## src/rtl/pixel_channel_serializer_if.sv

```systemverilog
// rtl/pixel_channel_serializer_if.sv - pixel-in / channel-beat-out bus bundle
interface pixel_channel_serializer_if #(
   parameter int W   = 8,
   parameter int NCH = 3
);
   localparam int CW = (NCH > 1) ? $clog2(NCH) : 1;

   logic [NCH*W-1:0] pix_data;
   logic             pix_valid;
   logic             pix_ready;
   logic [NCH-1:0]   chan_mask;
   logic [W-1:0]     out_data;
   logic [CW-1:0]    out_chan;
   logic             out_last;
   logic             out_valid;
   logic             out_ready;
   logic [15:0]      drop_cnt;

   // Environment side: offers pixels, accepts beats.
   modport master (
      output pix_data, pix_valid, chan_mask, out_ready,
      input  pix_ready, out_data, out_chan, out_last, out_valid, drop_cnt
   );

   // Serializer side.
   modport slave (
      input  pix_data, pix_valid, chan_mask, out_ready,
      output pix_ready, out_data, out_chan, out_last, out_valid, drop_cnt
   );
endinterface

```

## src/rtl/pixel_channel_serializer.sv

```systemverilog
// rtl/pixel_channel_serializer.sv - splits a packed pixel into masked per-channel beats
module pixel_channel_serializer #(
   parameter int W        = 8,
   parameter int NCH      = 3,
   parameter int CH_ORDER = 0
) (
   input  logic                        clk,
   input  logic                        rst,
   pixel_channel_serializer_if.slave   bus
);
   localparam int CW = (NCH > 1) ? $clog2(NCH) : 1;

   typedef enum logic {IDLE, SEND} state_t;

   state_t           state;
   logic [NCH*W-1:0] pix_q;
   logic [NCH-1:0]   rem_q;      // enabled channels not yet presented
   logic [W-1:0]     out_data_q;
   logic [CW-1:0]    out_chan_q;
   logic             out_last_q;
   logic             out_valid_q;
   logic [15:0]      drop_q;

   logic             pix_ready;
   logic             accept;
   logic [W-1:0]     ch_new [NCH];
   logic [W-1:0]     ch_held [NCH];
   logic [CW-1:0]    new_idx, rem_idx;
   logic [NCH-1:0]   new_rest, rem_rest;

   // First enabled channel of a mask in the configured transmit order.
   function automatic logic [CW-1:0] pick(input logic [NCH-1:0] m);
      logic [CW-1:0] idx;
      idx = '0;
      if (CH_ORDER == 0) begin
         for (int k = NCH - 1; k >= 0; k--)
            if (m[k]) idx = CW'(k);
      end else begin
         for (int k = 0; k < NCH; k++)
            if (m[k]) idx = CW'(k);
      end
      return idx;
   endfunction

   // A new pixel fits when idle, or when the final beat of the current one leaves now.
   assign pix_ready = ~rst & ((state == IDLE) | (out_valid_q & bus.out_ready & out_last_q));
   assign accept    = bus.pix_valid & pix_ready;

   // Unpack incoming and latched pixels, and find the next channel for each source.
   always_comb begin
      for (int k = 0; k < NCH; k++) begin
         ch_new[k]  = bus.pix_data[k*W +: W];
         ch_held[k] = pix_q[k*W +: W];
      end
      new_idx  = pick(bus.chan_mask);
      rem_idx  = pick(rem_q);
      new_rest = bus.chan_mask & ~(NCH'(1) << new_idx);
      rem_rest = rem_q & ~(NCH'(1) << rem_idx);
   end

   // IDLE/SEND sequencing with registered beat outputs and the drop counter.
   always_ff @(posedge clk) begin
      if (rst) begin
         state       <= IDLE;
         pix_q       <= '0;
         rem_q       <= '0;
         out_data_q  <= '0;
         out_chan_q  <= '0;
         out_last_q  <= 1'b0;
         out_valid_q <= 1'b0;
         drop_q      <= '0;
      end else if (accept) begin
         pix_q <= bus.pix_data;
         if (|bus.chan_mask) begin
            state       <= SEND;
            out_valid_q <= 1'b1;
            out_chan_q  <= new_idx;
            out_data_q  <= ch_new[new_idx];
            out_last_q  <= (new_rest == '0);
            rem_q       <= new_rest;
         end else begin
            state       <= IDLE;
            out_valid_q <= 1'b0;
            rem_q       <= '0;
            if (drop_q != 16'hFFFF) drop_q <= drop_q + 16'd1;
         end
      end else if (state == SEND && bus.out_ready) begin
         if (out_last_q) begin
            state       <= IDLE;
            out_valid_q <= 1'b0;
         end else begin
            out_chan_q <= rem_idx;
            out_data_q <= ch_held[rem_idx];
            out_last_q <= (rem_rest == '0);
            rem_q      <= rem_rest;
         end
      end
   end

   assign bus.pix_ready = pix_ready;
   assign bus.out_data  = out_data_q;
   assign bus.out_chan  = out_chan_q;
   assign bus.out_last  = out_last_q;
   assign bus.out_valid = out_valid_q;
   assign bus.drop_cnt  = drop_q;
endmodule

```

## src/flat_wrapper.sv

```systemverilog
// flat-port wrapper written by rule: the top's interface ports become plain ports
module pixel_channel_serializer_flat 
#(
   parameter int W        = 8,
   parameter int NCH      = 3,
   parameter int CH_ORDER = 0
)
  (clk, rst, bus_pix_data, bus_pix_valid, bus_chan_mask, bus_out_ready, bus_pix_ready, bus_out_data, bus_out_chan, bus_out_last, bus_out_valid, bus_drop_cnt);
  pixel_channel_serializer_if #(.W(W), .NCH(NCH)) bus_i ();
  input  logic clk;
  input  logic rst;
  input wire logic [$bits(bus_i.pix_data)-1:0] bus_pix_data;
  input wire logic [$bits(bus_i.pix_valid)-1:0] bus_pix_valid;
  input wire logic [$bits(bus_i.chan_mask)-1:0] bus_chan_mask;
  input wire logic [$bits(bus_i.out_ready)-1:0] bus_out_ready;
  output wire logic [$bits(bus_i.pix_ready)-1:0] bus_pix_ready;
  output wire logic [$bits(bus_i.out_data)-1:0] bus_out_data;
  output wire logic [$bits(bus_i.out_chan)-1:0] bus_out_chan;
  output wire logic [$bits(bus_i.out_last)-1:0] bus_out_last;
  output wire logic [$bits(bus_i.out_valid)-1:0] bus_out_valid;
  output wire logic [$bits(bus_i.drop_cnt)-1:0] bus_drop_cnt;
  assign bus_i.pix_data = bus_pix_data;
  assign bus_i.pix_valid = bus_pix_valid;
  assign bus_i.chan_mask = bus_chan_mask;
  assign bus_i.out_ready = bus_out_ready;
  assign bus_pix_ready = bus_i.pix_ready;
  assign bus_out_data = bus_i.out_data;
  assign bus_out_chan = bus_i.out_chan;
  assign bus_out_last = bus_i.out_last;
  assign bus_out_valid = bus_i.out_valid;
  assign bus_drop_cnt = bus_i.drop_cnt;
  pixel_channel_serializer #(.W(W), .NCH(NCH), .CH_ORDER(CH_ORDER)) u_core (.clk(clk), .rst(rst), .bus(bus_i));
endmodule
```

## config.mk

```make
export PLATFORM = sky130hd
export DESIGN_NAME = pixel_channel_serializer_flat
export DESIGN_NICKNAME = d
export VERILOG_FILES = /design/src/rtl/pixel_channel_serializer_if.sv /design/src/rtl/pixel_channel_serializer.sv /design/src/flat_wrapper.sv
export SDC_FILE = /design/constraint.sdc
export NUM_CORES = 1
export LEC_CHECK = 0
export ABC_AREA = 1
export ABC_CLOCK_PERIOD_IN_PS = 2800
export CAP_MARGIN = 20
export CORE_ASPECT_RATIO = 1.4
export CORE_UTILIZATION = 30
export CTS_BUF_LIST = sky130_fd_sc_hd__clkbuf_8
export CTS_CLUSTER_SIZE = 10
export DETAILED_ROUTE_END_ITERATION = 8
export PLACE_DENSITY = 0.53
export SYNTH_ARGS = -nofsm -noshare
export SYNTH_HDL_FRONTEND = slang
export SYNTH_SLANG_ARGS = --single-unit
```

## constraint.sdc

```tcl
create_clock -name clk -period 2.8 [get_ports clk]
set_input_delay 0.42 -clock clk [delete_from_list [all_inputs] [get_ports clk]]
set_output_delay 0.42 -clock clk [all_outputs]
set_load 0.01 [all_outputs]
```

-- After elaboration in Yosys (flattened, before gate mapping)
Index checks and enable logic that the tools add are counted.
- input bits: 31
- output and inout bits: 29
- word-level logic and storage cells: 72
- flip-flop bits (word level): 55
- mux-type cells: 32
- $add $sub $neg: 1
- shift operators: 2
- bitwise operators: 14
- order comparisons: 2
- eq/ne operators: 3
- reductions and logical operators: 11
- operators by type and width (operator ; number):
    8-bit two-way mux ; 8
    8-bit binary-select mux with 2-bit select ; 2
    2-bit two-way mux ; 10
    16-bit by 1-bit adder with 16-bit output (second input constant) ; 1
    16-bit inequality test (second input constant) ; 1
    3-bit two-way mux ; 4
    1-bit two-way mux ; 8
    3-bit AND ; 2
    3-bit greater-or-equal comparator (second input constant) ; 2
    3-bit zero test ; 2
    2-bit inverter with 3-bit output ; 2
    3-bit inverter ; 2
    2-bit AND reduction ; 3
    3-bit AND reduction ; 2
    1-bit by 2-bit << shifter with 3-bit output (first input constant) ; 2
    1-bit AND ; 4
    2-bit inequality test (second input constant) ; 2
    2-bit nonzero test ; 2
    1-bit inverter ; 3
    3-bit OR reduction ; 1
    1-bit logical AND ; 1
    1-bit bitwise OR ; 1

-- Logic depth before layout (Yosys ltp)
Gate-level depths: netlist (run 1).
- depth in word-level cells: 10
- gate-level depth with buffers: 10
- mapped depth without buffers: 10

-- Least setup slack after synthesis (run 1)
Ideal clock, no wire load.
- path type: in2reg
- start: in bus_chan_mask[1]
- end: reg u_core.out_data_q[0], in the netlist u_core.bus.out_data[0]
- required time: 2.687 ns
- stages on the path: 10
- setup time: 0.113 ns
- arrival time: 1.344 ns
- buffers on the path: 2
- path slack: 1.343 ns
- cells stage by stage: buf_6 > nor2_4 > nand2_4 > clkinv_4 > nor2_4 > nor2_4 > inv_6 > buf_12 > o21ai_2 > nor2_1
- word-level cells in the longest chain between the ends: 8
- elaborated cells on any way between the ends: 11
- classes of those cells: eq/ne: 1; mux: 7; bitwise: 1; reduce/logical: 2
- RTL lines (item ; line ; source):
    start, declared ; flat_wrapper.sv:14 ; input wire logic [$bits(bus_i.chan_mask)-1:0] bus_chan_mask;
    2-bit two-way mux (2 in a row) ; pixel_channel_serializer.sv:37 ; if (m[k]) idx = CW'(k);
    2-bit inverter with 3-bit output (implied by the code) ; pixel_channel_serializer.sv:78 ; out_data_q <= ch_new[new_idx];
    8-bit binary-select mux with 2-bit select ; pixel_channel_serializer.sv:78 ;
    8-bit two-way mux (implied by the code) (2 in a row) ; pixel_channel_serializer.sv:78 ;
    8-bit two-way mux ; pixel_channel_serializer.sv:74 ; if (|bus.chan_mask) begin
    8-bit two-way mux ; pixel_channel_serializer.sv:72 ; end else if (accept) begin
    end signal, assigned ; pixel_channel_serializer.sv:78 ;
    end signal, assigned ; pixel_channel_serializer.sv:93 ; out_data_q <= ch_held[rem_idx];
    end, declared ; pixel_channel_serializer.sv:18 ; logic [W-1:0] out_data_q;
Parallel ways exist; a longest one is shown, timed or not. The select of a mux whose other input is x is not followed.
A chain may end at the register's enable or synchronous reset.

-- Worst setup path in the final report (run 1)
- start: in rst
- end: out bus_pix_ready
- word-level cells in the longest chain between the ends: 2
- RTL lines (item ; line ; source):
    start, declared ; flat_wrapper.sv:11 ; input logic rst;
    1-bit inverter ; pixel_channel_serializer.sv:46 ; assign pix_ready = ~rst & ((state == IDLE) | (out_valid_q & bus.out_ready & out_last_q));
    1-bit AND ; pixel_channel_serializer.sv:46 ;
    end, declared ; flat_wrapper.sv:16 ; output wire logic [$bits(bus_i.pix_ready)-1:0] bus_pix_ready;
Every way passes these cells.

==> results.md, run 1 <==
- Post-DRT Antenna Nets: 0
- GR Util All Layers: 16.2%
- Synthesized area: 0.00296 mm^2
- Arrival @ worst endpoint: 1.72 ns
- CP Buf/Inv Count: 3
- Post-CTS Setup Bufs: 0
- Net count, final: 527
- Post_cts resized: 0
- Final worst path period share: 76.5%
- Post-synth top flop: dfxtp_1
- CTS buffer count: 5
- Most frequent cell after synthesis: nand2_1
- Synth Net Count: 474
- Crit path top cell by count: clkdlybuf4s50_1
- Global-route wire length before repair: 12900 um
- Die width: 85.9 um
- Design area: 0.00374 mm^2
- Post-synth top area share: 37.3%
- Crit Path Max Fanout: 13
- Seq cells post-synth: 55
- Synth-to-Final Area Change: 26.7%
- Worst-Margin Slew: 0.554 ns
- Hold Violations, Final: 0
- Family with the most delay on the worst path: buffers and inverters
- Worst Path Required: 2.38 ns
- DR vias/cell: 4.76
- Warnings, synthesis: 0
- Clock Tree Root: clkbuf_8
- DR iter-0 viols: 99
- Die height: 119 um
- GP Congestion: 0.886
- Fin worst setup slack: 0.659 ns
- Vias in the first global route: 2722
- Worst Skew: 0.0116 ns
- Largest net degree at the start of global routing: 44
- Critical Path Max Stage Delay: 0.54 ns
- Status: finished clean
- Avg Cell Area, Syn: 6.69 um^2
- Worst-path clk slew: 0.10 ns
- Hold/Removal Path Class: reg -> reg
- Crit start category: primary input
- Placed cell area: 0.00364 mm^2
- Final setup fails: 0
- # diodes: 0
- Fillcell total: 1042
- Pre-CTS WS: 0.433 ns
- Number of max-cap violations: 0
- FP Rows: 42
- Core Area: 0.00951 mm^2
- Share of flip-flops with an asynchronous set or reset: 0%
- Setup TNS: 0 ns
- DRC Markers: 0
- Post-synth EDFFs: 0
- Critical Path End Type: output port
- CTS tree: done
- Placed Instances: 620
- RSZ-0062 raised after global routing: false
- Initial antenna violation count: 0
- Multi-input gate area: 0.00156 mm^2
- Slew Limit Fails: 0
- Register area: 0.00110 mm^2
- Finished Layout Cells: 627
- I/O Pins: 60
- Maximum clock rate: 0.467 GHz
- Routed WL per cell: 12.7 um
- P per Cell Area: 450 mW/mm^2
- Grt ovf: 0
- CP max-delay cell: clkdlybuf4s50_1
- H-tree depth: 2
- Worst-skew pair later-pin latency: 0.32 ns
- R2r setup slk: 0.91 ns
- Pre-antenna DRT Iters: 4
- Lkg Pwr: 1.45 nW
- Min cycle time layout: 2.14 ns
- Total wire length: 7960 um
- PortBufs: 59
- Distinct cells, synth: 34
- Vias: 2983
- Register area share after synthesis: 37.3%
- DP Wirelength: 5910 um
- Number of hold buffers added after cts: 0
- Initial core utilization: 31.1%
- Top post-synthesis cells by area: dfxtp_1 37%, nand2_1 14%, nand3_1 8.5%, nor2_1 7.5%, o21ai_0 5.4%
- Post-synth top area cell: dfxtp_1
- Clock buffer depth: 2
- Critical setup path kind: in -> out
- Peak VDD IR: 222 uV
- Clock sinks: 55
- CP cell instances: clkdlybuf4s50_1 -> buf_4 -> a21oi_1 -> clkdlybuf4s50_1
- Min Hold Slack: 0.457 ns
- Die Area: 0.0103 mm^2
- Mapped Cells: 442
- Slew headroom: 63.0%
- Share of post-route cells with drive strength above 1: 7.47%
- Commonest cells in the netlist: 113 x nand2_1, 59 x nor2_1, 55 x dfxtp_1, 50 x nand3_1, 42 x inv_1
-- final timing paths --
kind | depth (start not counted) | endpoint | startpoint
setup reg to reg | 7 | u_core.bus.drop_cnt[1] | u_core.bus.out_last
hold reg to reg | 2 | u_core.pix_q[13] | u_core.pix_q[13]
hold / removal | 2 | u_core.pix_q[13] | u_core.pix_q[13]
setup / recovery | 4 | bus_pix_ready | rst
-- kinds of logic (layout without fill, tap and decap cells) --
family	count (synthesis)	after routing	synth area share, %
AO/OA/AOI/OAI	77	77	15.0
buffers and inverters	65	118	9.95
adder cells (fa/ha/maj)	1	1	0.423
XOR/XNOR	3	3	0.889
flip-flops	55	55	37.3
AND/OR/NAND/NOR	241	241	36.5
-- flip-flops by register name, indices dropped and copies added, names as in the netlist --
signal and count:
u_core.pix_q 24, u_core.bus.drop_cnt 16, u_core.bus.out_data 8, u_core.rem_q 3, u_core.bus.out_chan 2, u_core.bus.out_last 1
u_core.state 1
-- layout make-up --
type	count	area share, %
timing repair buffer	63	16.6
clock buffer	5	1.84
inverter	48	5.08
clock inverter	2	1.00
multi-input combinational	322	41.7
tap	132	4.41
sequential	55	29.4
-- where the power goes --
group / switching [W] / leakage (nW) / total (W) / internal [W]
sequential: 0.0000225 / 0.450 / 0.000849 / 0.000826
clock: 0.000270 / 0.0502 / 0.000532 / 0.000262
combinational: 0.000168 / 0.952 / 0.000302 / 0.000134
-- placed cells by master (no fill, tap or decap), types with 3 or more instances in the layout --
master	instances
buf_4	4
a21oi_1	25
dfxtp_1	55
o211ai_1	10
clkdlybuf4s50_1	59
o21ai_0	32
nor2_1	59
nand2_1	113
nand2_2	3
clkbuf_8	5
xor2_1	3
o21ai_2	8
inv_1	42
nor2_4	4
nand3_1	50
nand4_1	3
-- routing by layer --
metal	share of wire, %	up-vias	global-route usage [%]
li1	-	1525	-
met1	44	1368	19.7
met5	0	-	0
met2	50	80	27.6
met4	1.9	0	6.88
met3	4.2	10	2.84
-- worst register-to-register path, cell delays in order (launching register included) --
cell and delay, ns:
dfxtp_1 0.40, nand2_1 0.10, nand2_2 0.10, nand3_4 0.35
inv_2 0.38, nand3_4 0.18, o21ai_0 0.22, nor2_1 0.06
-- per-stage QoR --
stage	total power, W	util, %
global placement	0.00117	38.2
CTS	0.00171	39.4
finish	0.00168	39.4
detailed placement	0.00117	38.2
floorplan	0.00105	-
global route	0.00178	39.4
(Power assumes the default switching activity.)
==> run 2, diff against run 1 <==
- ABC_CLOCK_PERIOD_IN_PS: 2800 -> 2000
- clock period: 2.8 -> 2 ns (I/O delays scaled with it)
==> run 2 against run 1 <==
Effect of this change: sequential power up 40%; core utilization up 0.59 points; first-iteration DRC count up 82%; routed wire length up 2.7%; clock power up 32%; worst setup slack worse by 0.50 ns; final area up 1.5%; critical path depth unchanged.
==> results.md, run 2 (synthesized netlist as in run 1, its figures left out) <==
- CTS tree: done
- Peak VDD IR: 332 uV (+49%)
- GP Congestion: 0.840 (-5.2%)
- Largest reg by FF count: u_core.pix_q
- Slew headroom: 63.6% (+0.59 points)
- Global-route wire length before repair: 13200 um (+2.4%)
- Clock buffer depth: 2 (unchanged)
- DR vias/cell: 4.70 (-1.3%)
- Worst Skew: 0.00796 ns (-0.00362 ns)
- Family with the most delay on the worst path: buffers and inverters
- GR Util All Layers: 16.6% (+0.37 points)
- CP cell instances: clkdlybuf4s50_1 -> nand2_1 -> a21oi_1 -> clkdlybuf4s50_1
- Hold Violations, Final: 0 (unchanged)
- Crit start category: primary input
- Post-CTS Setup Bufs: 0 (unchanged)
- CTS buffer count: 5 (unchanged)
- Routed WL per cell: 12.9 um (+1.7%)
- Min Hold Slack: 0.461 ns (+0.00395 ns)
- DRC Markers: 0 (unchanged)
- Status: finished clean
- Number of hold buffers added after cts: 0 (unchanged)
- Arrival @ worst endpoint: 1.54 ns (-0.18 ns)
- Number of max-cap violations: 0 (unchanged)
- Pre-antenna DRT Iters: 4 (unchanged)
- # diodes: 0 (unchanged)
- Die height: 119 um (unchanged)
- Crit Path Max Fanout: 2 (-11)
- Worst-Margin Slew: 0.545 ns (-0.00886 ns)
- I/O Pins: 60 (unchanged)
- P per Cell Area: 612 mW/mm^2 (+36%)
- Most common cell after layout, fill and taps aside: nand2_1
- Initial core utilization: 31.1% (unchanged)
- Share of post-route cells with drive strength above 1: 8.38% (+0.91 points)
- Clock sinks: 55 (unchanged)
- DR iter-0 viols: 180 (+82%)
- Critical Path Max Stage Delay: 0.54 ns (about the same)
- Final setup fails: 0 (unchanged)
- Hold/Removal Path Class: reg -> reg
- Clock Tree Root: clkbuf_8
- FP Rows: 42 (unchanged)
- Final worst path period share: 92.1%
- H-tree depth: 2 (unchanged)
- PortBufs: 59 (unchanged)
- Post_cts resized: 0 (unchanged)
- Worst-path clk slew: 0.10 ns (about the same)
- Critical Path End Type: output port
- Initial antenna violation count: 0 (unchanged)
- Grt ovf: 0 (unchanged)
- Largest net degree at the start of global routing: 46 (+4.5%)
- Setup TNS: 0 ns (unchanged)
- Worst Path Required: 1.70 ns (-0.68 ns)
- Net count, final: 532 (+0.95%)
- Max reg flops: 24 (unchanged)
- Min cycle time layout: 1.84 ns
- Vias in the first global route: 2698 (-0.88%)
- Slew Limit Fails: 0 (unchanged)
- Total wire length: 8170 um (+2.7%)
- Critical setup path kind: in -> out
- RSZ-0062 raised after global routing: false
- Crit path top cell by count: clkdlybuf4s50_1
- DP Wirelength: 6100 um (+3.2%)
- Vias: 2973 (-0.34%)
- Die width: 85.9 um (unchanged)
- Fillcell total: 1007 (-3.4%)
- Core Util, Final: 40.0% (+0.59 points)
- Post-DRT Antenna Nets: 0 (unchanged)
- Die Area: 0.0103 mm^2 (unchanged)
- CP max-delay cell: clkdlybuf4s50_1
- Lkg Pwr: 1.49 nW (+2.8%)
- Core Area: 0.00951 mm^2 (unchanged)
- Worst-skew pair later-pin latency: 0.32 ns (about the same)
- Synth-to-Final Area Change: 28.6%
- Most frequent cells in the layout: 113 x nand2_1, 59 x nor2_1, 59 x clkdlybuf4s50_1
- Maximum clock rate: 0.543 GHz
- CP Buf/Inv Count: 2 (-1)
## run 2: where the power goes
group | total (W) | leakage, nW | switching [W] | internal, W
clock network | 0.000700 | 0.0557 | 0.000387 | 0.000313
registers | 0.00119 | 0.450 | 0.0000321 | 0.00116
logic | 0.000437 | 0.988 | 0.000238 | 0.000200
total | 0.00233 | 1.49 | 0.000657 | 0.00167
## run 2: worst min-delay path: cells and delay by family, from the launching register on
| family | cells | cell delay, ns |
|---|---|---|
| buffers and inverters | 1 | 0.06 |
| AO/OA/AOI/OAI | 1 | 0.05 |
| flip-flops | 1 | 0.31 |
## run 2: worst paths after layout
| kind | from | endpoint | slack (ns) | cells past startpoint |
|---|---|---|---|---|
| max | bus_out_ready | bus_pix_ready | 0.16 | 4 |
| min | u_core.pix_q[18] | u_core.pix_q[18] | 0.46 | 2 |
| max reg2reg | u_core.rem_q[1] | u_core.bus.out_chan[1] | 0.24 | 7 |
| min reg2reg | u_core.pix_q[18] | u_core.pix_q[18] | 0.46 | 2 |
## run 2: cell type report
class	instances	area [um^2]	share of cell area [%]
clock buffer	7	96.3	2.54
clock inverter	1	3.75	0.0988
inverter	48	190	5.00
multi-input combinational	322	1560	41.1
sequential	55	1100	29.0
tap	132	165	4.35
timing repair buffer	68	683	18.0
## run 2: metrics by stage
stage	cell area, um^2	worst slack, ns	power, W	cells
final	3800	0.159	0.00233	633
after global routing	3800	0.0560	0.00244	633
after CTS	3800	0.157	0.00235	633
after detailed placement	3700	0.112	0.00166	625
after global placement	3700	0.126	0.00165	625
after floorplan	2960	0.552	0.00147	442
## run 2: routing by layer
metal | share of wire, % | global-route usage [%] | routed length (um)
met5 | 0 | 0 | 0
met4 | 2.3 | 6.15 | 187
met3 | 3.6 | 3.05 | 298
met2 | 51 | 28.6 | 4180
met1 | 43 | 20.2 | 3510
==> run 3, diff against run 2 <==
- CAP_MARGIN: 20 -> not set
==> results of run 3 <==
No change in the layout: final DEF, timing and power equal those of run 2.
==> edit, RTL diff (settings of run 3) <==
`W` is set to 8 in 3 places; all go to 7.
--- a/src/rtl/pixel_channel_serializer_if.sv
+++ b/src/rtl/pixel_channel_serializer_if.sv
@@ -1,5 +1,5 @@
 // rtl/pixel_channel_serializer_if.sv - pixel-in / channel-beat-out bus bundle
 interface pixel_channel_serializer_if #(
-   parameter int W   = 8,
+   parameter int W   = 7,
    parameter int NCH = 3
 );
--- a/src/rtl/pixel_channel_serializer.sv
+++ b/src/rtl/pixel_channel_serializer.sv
@@ -1,5 +1,5 @@
 // rtl/pixel_channel_serializer.sv - splits a packed pixel into masked per-channel beats
 module pixel_channel_serializer #(
-   parameter int W        = 8,
+   parameter int W        = 7,
    parameter int NCH      = 3,
    parameter int CH_ORDER = 0
--- a/src/flat_wrapper.sv
+++ b/src/flat_wrapper.sv
@@ -2,5 +2,5 @@
 module pixel_channel_serializer_flat 
 #(
-   parameter int W        = 8,
+   parameter int W        = 7,
    parameter int NCH      = 3,
    parameter int CH_ORDER = 0
Ports: changed (resized bus_out_data and bus_pix_data); port bits go from 60 to 56. No check against the original RTL was run, so the function may have changed too.
==> edit against run 3 <==
- sequential share of layout area decreased by 0.86 points
- sequential cell count shrank 4
- design area down 4.4%
- clock skew shrank 4.2 ps
- area after synthesis is 6.0% lower
- clock power shrank 13%
- total power down 10%
- worst setup slack got worse by 38 ps
- critical path type unchanged
- routed wire length decreased by 5.1%
- count of clock-buffer cells in the layout fell by 2
- largest cell class unchanged
- largest power group unchanged
==> edit: results (changes against run 3) <==
Parameter                              Value

Placement
  Number of port buffers    55 (-6.8%)
  Instance area after placement    0.00355 mm2 (-4.1%)
  HPWL reported at the end of detailed placement    5770 um (-5.4%)
  Worst slack at placement    31.5 ps (-80.0 ps)

Global route
  Met3 usage in global routing    0.0264 (-0.00414)
  Met1 Resource Use GR    0.190 (-0.0117)
  First-pass GRT wire length    12900 um (-1.8%)
  Met2 demand-to-capacity share in global routing    0.316 (+0.0302)
  Aggregate global-route resource usage    0.168 (+0.00177)
  Pin count of the biggest net entering global routing    47 (+2.2%)

Timing
  Final Skew    3.76 ps (-4.20 ps)
  Final WS setup    120 ps (-38.3 ps)
  Relative slew slack    0.633 (-0.00309)
  Post-Route Hold Slack    458 ps (-2.95 ps)

Worst setup path
  CP Launch Point    rst
  Reg-to-Reg Start    u_core.bus.drop_cnt[1]
  Setup slack, reg-to-reg    200 ps (-40 ps)

Status
  Outcome    finished, final reports clean

Power
  Peak VDD IR    0.000357 V (+7.6%)
  Internal portion of total power    1.50 mW (-10%)

Synthesis
  FF+latch count, synth    51 (-7.3%)
  Top cells by count, synth    sky130_fd_sc_hd__nand2_1, sky130_fd_sc_hd__nand3_1, sky130_fd_sc_hd__dfxtp_1, sky130_fd_sc_hd__nor2_1, sky130_fd_sc_hd__inv_1
  Mean post-synth cell area    6.74 um2 (+0.83%)
  Synth Area in Adders    0.00450 (+0.000271)
  Library cells used by synthesis    31 (-8.8%)
  Share of the synthesized netlist area taken by xor and xnor gates    0.0221 (+0.0132)

Cells and area
  Clock buffer cells    5 (-2)
  ClkCell Share    0.0231 (-0.00325)
  Final nets    508 (-4.5%)
  Number of multi-input combinational cells    314 (-2.5%)
  Number of logic inverters in the finished layout    29 (-40%)
  Repair and plain buffers    78 (+15%)
  Largest register FFs    21 (-13%)
  FILL cells    987 (-2.0%)
  Area growth from synthesis to final layout    30.7%
  Share of cells above drive strength 1    0.135 (+0.0516)
  Footprint of the flip-flops and latches    0.00102 mm2 (-7.3%)

Routing
  Average detailed-routed wire length per instance    13.2 um (+2.3%)
  Amount of wire on met2 after detailed routing    3910 um (-6.3%)
  Mean number of vias per cell    4.83 (+2.8%)
  Met1 WL    3380 um (-3.7%)
  Routed WL    7750 um (-5.1%)

Floorplan
  Well-tap cell count    107 (-19%)
## edit: cell types whose count changed in the layout (fill, tap and decap cells not counted), sizes merged, moves of 3 or more
| cell | before | now |
|---|---|---|
| xnor2 | 0 | 4 |
| nand4 | 3 | 6 |
| nor2 | 64 | 48 |
| nand3 | 52 | 56 |
| nand2 | 118 | 135 |
| o21ai | 40 | 25 |
| a21oi | 25 | 22 |
| buf | 9 | 23 |
| dfxtp | 55 | 51 |
| or2 | 1 | 4 |
| inv | 46 | 27 |
| clkdlybuf4s50 | 59 | 55 |
## edit: power groups by stage
stage	Clock, mW	Combinational [mW]	Sequential, mW
after floorplan	0	0.198	1.13
after global placement	0	0.391	1.12
after detailed placement	0	0.392	1.12
after CTS	0.626	0.393	1.10
after global routing	0.671	0.433	1.11
final	0.606	0.388	1.10
